===== config.mk =====
export PLATFORM = sky130hd
export DESIGN_NAME = instr_fetch
export DESIGN_NICKNAME = d
export VERILOG_FILES = /design/src/rtl/instr_fetch_pkg.sv /design/src/rtl/instr_fetch_fifo.sv /design/src/rtl/instr_fetch.sv
export SDC_FILE = /design/constraint.sdc
export NUM_CORES = 1
export LEC_CHECK = 0
export CORE_ASPECT_RATIO = 1.5
export CORE_MARGIN = 2
export CORE_UTILIZATION = 25
export CTS_BUF_LIST = sky130_fd_sc_hd__clkbuf_4
export DETAILED_ROUTE_END_ITERATION = 6
export HOLD_SLACK_MARGIN = 0.08
export PLACE_DENSITY = 0.45
export SKIP_LAST_GASP = 1
export SYNTH_ARGS = -nofsm -noshare
export SYNTH_HDL_FRONTEND = slang
export SYNTH_HIERARCHICAL = 1
export SYNTH_SLANG_ARGS = --single-unit

===== constraint.sdc =====
create_clock -name clk -period 6.4 [get_ports clk]
set_input_delay 1.28 -clock clk [delete_from_list [all_inputs] [get_ports clk]]
set_output_delay 1.28 -clock clk [all_outputs]
set_load 0.02 [all_outputs]

===== src/rtl/instr_fetch_pkg.sv =====
// Shared definitions for the instruction-fetch slice.
//   INSTR_W          instruction word width
//   NOP_INSTR        word shown to decode when no instruction is buffered
//   RESET_PC_DEFAULT default reset PC
//   fetch_state_e    fetch control states (S_REQ / S_WAIT / S_DISCARD)
package instr_fetch_pkg;

  localparam int          INSTR_W          = 32;
  localparam logic [31:0] NOP_INSTR        = 32'h0000_0000;
  localparam logic [31:0] RESET_PC_DEFAULT = 32'h0000_0000;

  typedef enum logic [1:0] {
    S_REQ     = 2'd0,  // request issuable (or being issued this cycle)
    S_WAIT    = 2'd1,  // request outstanding, response will be kept
    S_DISCARD = 2'd2   // request outstanding, response will be dropped
  } fetch_state_e;

endpackage


===== src/rtl/instr_fetch_fifo.sv =====
// Instruction buffer: synchronous FIFO of {pc, instr} entries.
// Ports:
//   clk_i, rst_ni   clock, asynchronous active-low reset
//   push_i/wdata_i  write an entry (accepted when not full, or full with pop)
//   pop_i           remove head (ignored when empty)
//   flush_i         empty the FIFO; overrides push and pop in the same cycle
//   head_o          head entry (only meaningful when count_o != 0)
//   count_o         number of valid entries
module instr_fetch_fifo #(
  parameter int DEPTH = 2,
  parameter int W     = 64
) (
  input  logic                   clk_i,
  input  logic                   rst_ni,
  input  logic                   push_i,
  input  logic                   pop_i,
  input  logic                   flush_i,
  input  logic [W-1:0]           wdata_i,
  output logic [W-1:0]           head_o,
  output logic [$clog2(DEPTH):0] count_o
);

  localparam int             AW       = $clog2(DEPTH);
  localparam logic [AW:0]    FULL_CNT = (AW+1)'(DEPTH);

  logic [W-1:0]  mem_q [DEPTH];
  logic [AW-1:0] rd_q, wr_q;
  logic [AW:0]   count_q;
  logic          empty, full, do_push, do_pop;

  assign empty   = (count_q == '0);
  assign full    = (count_q == FULL_CNT);
  assign do_pop  = pop_i & ~flush_i & ~empty;
  // A full FIFO can still take a push when the head leaves in the same cycle.
  assign do_push = push_i & ~flush_i & (~full | do_pop);

  always_ff @(posedge clk_i or negedge rst_ni) begin
    if (!rst_ni) begin
      rd_q    <= '0;
      wr_q    <= '0;
      count_q <= '0;
    end else if (flush_i) begin
      rd_q    <= '0;
      wr_q    <= '0;
      count_q <= '0;
    end else begin
      if (do_push) wr_q <= wr_q + 1'b1;
      if (do_pop)  rd_q <= rd_q + 1'b1;
      case ({do_push, do_pop})
        2'b10:   count_q <= count_q + 1'b1;
        2'b01:   count_q <= count_q - 1'b1;
        default: ;
      endcase
    end
  end

  // Storage needs no reset: entries are only visible through count_q.
  always_ff @(posedge clk_i) begin
    if (do_push) mem_q[wr_q] <= wdata_i;
  end

  assign head_o  = mem_q[rd_q];
  assign count_o = count_q;

endmodule


===== src/rtl/instr_fetch.sv =====
// Instruction-fetch stage: owns the PC, issues word fetches to a
// variable-latency instruction memory, buffers {pc, instr} in a FIFO and
// hands them to decode over valid/ready. Accepts redirects from downstream.
// Ports:
//   clk, reset             clock, asynchronous active-low reset
//   imem_req/imem_addr     fetch request, held with stable address until ack
//   imem_ack/imem_rdata    response strobe and returned word
//   redirect/redirect_pc   one-cycle flush-and-restart pulse and target
//   instru/instr_pc        FIFO head word and its PC (NOP / RESET_PC when empty)
//   instr_valid/ready      decode handshake
//   dbg_state              current fetch control state
//   perf_fetched/dropped   event counters, present only with IFETCH_PERF_EN
// Handshakes: an imem transfer completes in any cycle with imem_req & imem_ack;
// once raised, imem_req and imem_addr hold until that cycle (a redirect in
// S_REQ without ack is the one case that retracts an unanswered request).
// A decode transfer completes in any cycle with instr_valid & instr_ready;
// instru/instr_pc hold while instr_valid & ~instr_ready.
// Optional feature macro: IFETCH_PERF_EN.
module instr_fetch
  import instr_fetch_pkg::*;
#(
  parameter logic [31:0] RESET_PC   = RESET_PC_DEFAULT,
  parameter int          FIFO_DEPTH = 2
) (
  input  logic               clk,
  input  logic               reset,
  output logic               imem_req,
  output logic [31:0]        imem_addr,
  input  logic               imem_ack,
  input  logic [INSTR_W-1:0] imem_rdata,
  input  logic               redirect,
  input  logic [31:0]        redirect_pc,
  output logic [INSTR_W-1:0] instru,
  output logic [31:0]        instr_pc,
  output logic               instr_valid,
  input  logic               instr_ready,
  output fetch_state_e       dbg_state
`ifdef IFETCH_PERF_EN
  ,
  output logic [31:0]        perf_fetched,
  output logic [31:0]        perf_dropped
`endif
);

  localparam int             CW       = $clog2(FIFO_DEPTH) + 1;
  localparam logic [CW-1:0]  FULL_CNT = CW'(FIFO_DEPTH);

  fetch_state_e       state_q, state_d;
  logic [31:0]        pc_q, pc_d;
  logic [31:0]        addr_q, addr_d;
  logic               run_q;
  logic               push, pop;
  logic [CW-1:0]      count;
  logic [31:0]        head_pc;
  logic [INSTR_W-1:0] head_instr;

  // run_q keeps imem_req low in the first cycle after reset release.
  always_ff @(posedge clk or negedge reset) begin
    if (!reset) begin
      state_q <= S_REQ;
      pc_q    <= RESET_PC;
      addr_q  <= RESET_PC;
      run_q   <= 1'b0;
    end else begin
      state_q <= state_d;
      pc_q    <= pc_d;
      addr_q  <= addr_d;
      run_q   <= 1'b1;
    end
  end

  always_comb begin
    state_d   = state_q;
    pc_d      = pc_q;
    addr_d    = addr_q;
    push      = 1'b0;
    imem_req  = 1'b0;
    imem_addr = addr_q;
    case (state_q)
      S_REQ: begin
        // An issued-but-unanswered request reserves a slot, so issuing only
        // when a slot is free guarantees the response always fits.
        imem_addr = pc_q;
        imem_req  = run_q & (count != FULL_CNT);
        if (imem_req) begin
          addr_d = pc_q;
          if (imem_ack) begin
            push = 1'b1;
            pc_d = pc_q + 32'd4;
          end else begin
            state_d = S_WAIT;
          end
        end
      end
      S_WAIT: begin
        imem_req = 1'b1;
        if (imem_ack) begin
          push    = 1'b1;
          pc_d    = pc_q + 32'd4;
          state_d = S_REQ;
        end
      end
      S_DISCARD: begin
        imem_req = 1'b1;
        if (imem_ack) state_d = S_REQ;
      end
      default: state_d = S_REQ;
    endcase

    if (redirect) begin
      pc_d = redirect_pc & ~32'h3;
      push = 1'b0;
      // A request still unanswered at the memory must run to completion;
      // its response is then thrown away in S_DISCARD.
      if (state_q == S_REQ || imem_ack) state_d = S_REQ;
      else                              state_d = S_DISCARD;
    end
  end

  assign pop = instr_valid & instr_ready;

  instr_fetch_fifo #(
    .DEPTH (FIFO_DEPTH),
    .W     (32 + INSTR_W)
  ) u_fifo (
    .clk_i   (clk),
    .rst_ni  (reset),
    .push_i  (push),
    .pop_i   (pop),
    .flush_i (redirect),
    .wdata_i ({pc_q, imem_rdata}),
    .head_o  ({head_pc, head_instr}),
    .count_o (count)
  );

  assign instr_valid = (count != '0);
  assign instru      = instr_valid ? head_instr : NOP_INSTR;
  assign instr_pc    = instr_valid ? head_pc    : RESET_PC;
  assign dbg_state   = state_q;

`ifdef IFETCH_PERF_EN
  logic [31:0]   fetched_q, dropped_q;
  logic          drop_resp;
  logic [CW-1:0] flushed;

  // Dropped = responses thrown away plus buffered entries lost to a flush
  // (an entry popped in the flush cycle reached decode and is not lost).
  assign drop_resp = imem_ack & imem_req & ((state_q == S_DISCARD) | redirect);
  assign flushed   = redirect ? (count - CW'(pop)) : '0;

  always_ff @(posedge clk or negedge reset) begin
    if (!reset) begin
      fetched_q <= '0;
      dropped_q <= '0;
    end else begin
      fetched_q <= fetched_q + 32'(push);
      dropped_q <= dropped_q + 32'(drop_resp) + 32'(flushed);
    end
  end

  assign perf_fetched = fetched_q;
  assign perf_dropped = dropped_q;
`endif

endmodule


==> run_results.csv <==
group,metric,value,unit
power,finalPower,0.00327,W
clock_tree,cts_max_level,4,
clock_tree,cts_tree,"done",
setup_path,worstPathCellList,"mux2_2 -> and2_1 -> clkdlybuf4s50_1",
drt,ant_nets,0,
sta,fin_ws,2.22,ns
drt,wl_per_cell,17.7,um
drt,vias,5541,
final_layout,area_growth,26.9,%
min_path,hold_end,"addr_q[21]",
sta,rsz0062_at_grt,"no",
sta,maxSlewHeadroom,0.319,
setup_path,critPathKind,"reg2out",
min_path,min_path_type,"reg2reg",
setup_path,cp.required,5.12,ns
place,placed_area,11100,sq um
setup_path,critPathTopFamily,"flip-flops",
final_layout,stdcell_area,11300,sq um
setup_path,cpPeakStageDelay,1.11,ns
min_path,min_from,"addr_q[21]",
place,io_buffers,164,
final_layout,drive_gt1_frac,0.230,
grt,track_usage,0.125,
grt,grt_max_degree,71,
synthesis,synthTopCellsByArea,"edfxtp_1, dfrtp_1, mux2_2, and2_1, nand2_1",
synthesis,synthCells,638,
clock_tree,clock_latency,0.63,ns
job,drv_cap,0,
die,dieArea,37300,sq um
grt,use_met3,0.0293,
synthesis,yosysWarnings,6,
place,gp_congestion,0.694,
die,coreArea,35100,sq um
synthesis,ys_types,58,
clock_tree,clock_path_buffers,2,
drt,dr.first_iter.drc_count,237,
grt,met2_usage,0.226,
min_path,whs_path_depth,1,
place,dp_slack,2.12,ns
synthesis,syn_avg_cell_area,14.0,sq um
die,io_pins,169,
power,p_leak,3.91,nW
synthesis,yosysTopAreaCell,"edfxtp_1",
drt,routed_wl,22700,um
setup_path,path_max_fanout,65,
synthesis,synth-edff-count,128,
setup_path,r2r_start,"dbg_state[0]",
drt,viasPerCell,4.31,
synthesis,async_flop_share,0.344,
sta,setup_viol,0,
die,rows,84,
setup_path,end_kind,"primary output",
power,vdd_drop_max,0.142,mV
synthesis,synth-seq-cells,195,
sta,fin_hold_ws,0.509,ns
synthesis,syn-cell-area,8920,sq um
sta,worst_slew_pin_slew,1.02,ns
clock_tree,clk_pin_slew,0.14,ns
grt,grt.busiest_layer,"met2",
clock_tree,cts_buffers,17,
setup_path,worst_r2r_path_depth,7,
die,start_util,0.254,
sta,skew,0.0339,ns
sta,fin_setup_tns,0,ns
grt,overflow,0,
setup_path,crit_slowest_cell,"dfrtp_4",
setup_path,rr_endpoint,"u_fifo/mem_q[0][40]",
drt,first_pass_iters,4,
clock_tree,clockRootBuffer,"clkbuf_4",
sta,max_freq,239,MHz
sta,period_needed,4.18,ns
setup_path,critPathLaunchType,"register",
die,die_x,158,um
status,status,"complete, no violations",
sta,finalHoldViolCount,0,
grt,antenna_found_initial,2,
power,p_per_area,289,nW/um^2
final_layout,final_nets,870,
synthesis,ys_seq_area_frac,0.619,
synthesis,yosysTopAreaCellShare,0.431,
grt,first_global_vias,5611,
grt,use_met1,0.140,
sta,drv_slew,0,
clock_tree,cts_hold_buf,0,
clock_tree,post_cts_buffers,0,
clock_tree,cts.repair.resized,0,
die,die_h,235,um
clock_tree,clkSinkCount,195,
setup_path,path_buf_inv,1,
setup_path,r2r_slack,3.27,ns
sta,fin_crit_sh,0.654,
synthesis,synth_ff_type,"edfxtp_1",
drt,drc_errors,0,
grt,grt_pass1_wl,34000,um
setup_path,critPathArrivalTime,2.90,ns
place,dp_hpwl,15100,um
[state kept, by name, indices dropped and copies added, names as in the netlist]
name and flops:
addr_q 30, dbg_state 2, pc_q 30, run_q 1, u_fifo/count_o 2, u_fifo/mem_q 128
u_fifo/rd_q 1, u_fifo/wr_q 1
[stage by stage]
step | cells | util
after floorplan | 643 | -
after global placement | 1251 | 0.316
after detailed placement | 1251 | 0.316
after CTS | 1283 | 0.323
after global routing | 1285 | 0.323
final | 1285 | 0.323
[layout by cell type (no fill, tap or decap), types with 6 or more instances in the layout]
cell | Yosys | routed
nor2b_1 | 7 | 7
buf_4 | 2 | 8
xor2_1 | 12 | 12
clkdlybuf4s50_1 | 0 | 162
clkbuf_4 | 0 | 21
mux2_2 | 124 | 124
nor2_1 | 11 | 11
conb_1 | 2 | 7
nand3_1 | 15 | 15
nor4_1 | 6 | 6
nand2_1 | 39 | 39
nand4_1 | 11 | 11
o21ai_0 | 21 | 21
and2_1 | 68 | 68
edfxtp_1 | 128 | 128
dfrtp_1 | 67 | 66
xnor2_1 | 8 | 8
inv_1 | 6 | 6
nor3_1 | 9 | 8
[cell usage after synthesis, types with 5 or more instances]
master,instances
dfrtp_1,67
clkbuf_1,17
inv_1,6
nor2b_1,7
o21ai_0,21
mux2_2,124
nor3_1,9
nor4_1,6
and2_1,68
nor2_1,11
nand4_1,11
edfxtp_1,128
xnor2_1,8
nand3_1,15
nand2_1,39
buf_2,11
or4_1,5
xor2_1,12
[cell families after synthesis]
group | synth area share
DFF | 0.619
and+or+nand+nor | 0.137
muxes | 0.161
xor gates and xnor gates | 0.0196
AOI/OAI and AO/OA | 0.0352
buffers and inverters | 0.0224
other | 0.000841
adders and majority gates | 0.00561
[worst max path at each step]
| stage | cells after the start | endpoint | slack [ns] | start |
|---|---|---|---|---|
| floorplan | 5 | u_fifo/mem_q[1][0] | 1.14 | imem_ack |
| CTS | 4 | instr_pc[3] | 2.02 | u_fifo/count_o[0] |
| global placement | 5 | u_fifo/mem_q[0][37] | 2.14 | imem_ack |
| finish | 3 | instr_pc[29] | 2.22 | u_fifo/rd_q |
| global route | 4 | instr_pc[3] | 1.93 | u_fifo/count_o[0] |
| detailed placement | 5 | u_fifo/mem_q[0][24] | 2.12 | imem_ack |
[routing by layer]
layer  up-vias  part of all wire
met1      2769              0.40
met4         0             0.017
li1       2652                 -
met3        16             0.037
met2       104              0.54
met5         -                 0
[power by group]
part	switching, W	internal [W]
clock network	0.000422	0.000205
registers	0.000103	0.00149
logic	0.000517	0.000533
[area by class of cell]
| type | instances | area [sq um] |
|---|---|---|
| Tap cell | 473 | 592 |
| Clock inverter | 11 | 88.8 |
| Sequential cell | 195 | 5520 |
| Antenna cell | 2 | 5.00 |
| Inverter | 7 | 26.3 |
| Clock buffer | 21 | 158 |
| Fill cell | 3645 | 23800 |
| Multi-Input combinational cell | 405 | 3250 |
| Timing Repair Buffer | 171 | 1690 |
(Power assumes the default switching activity.)
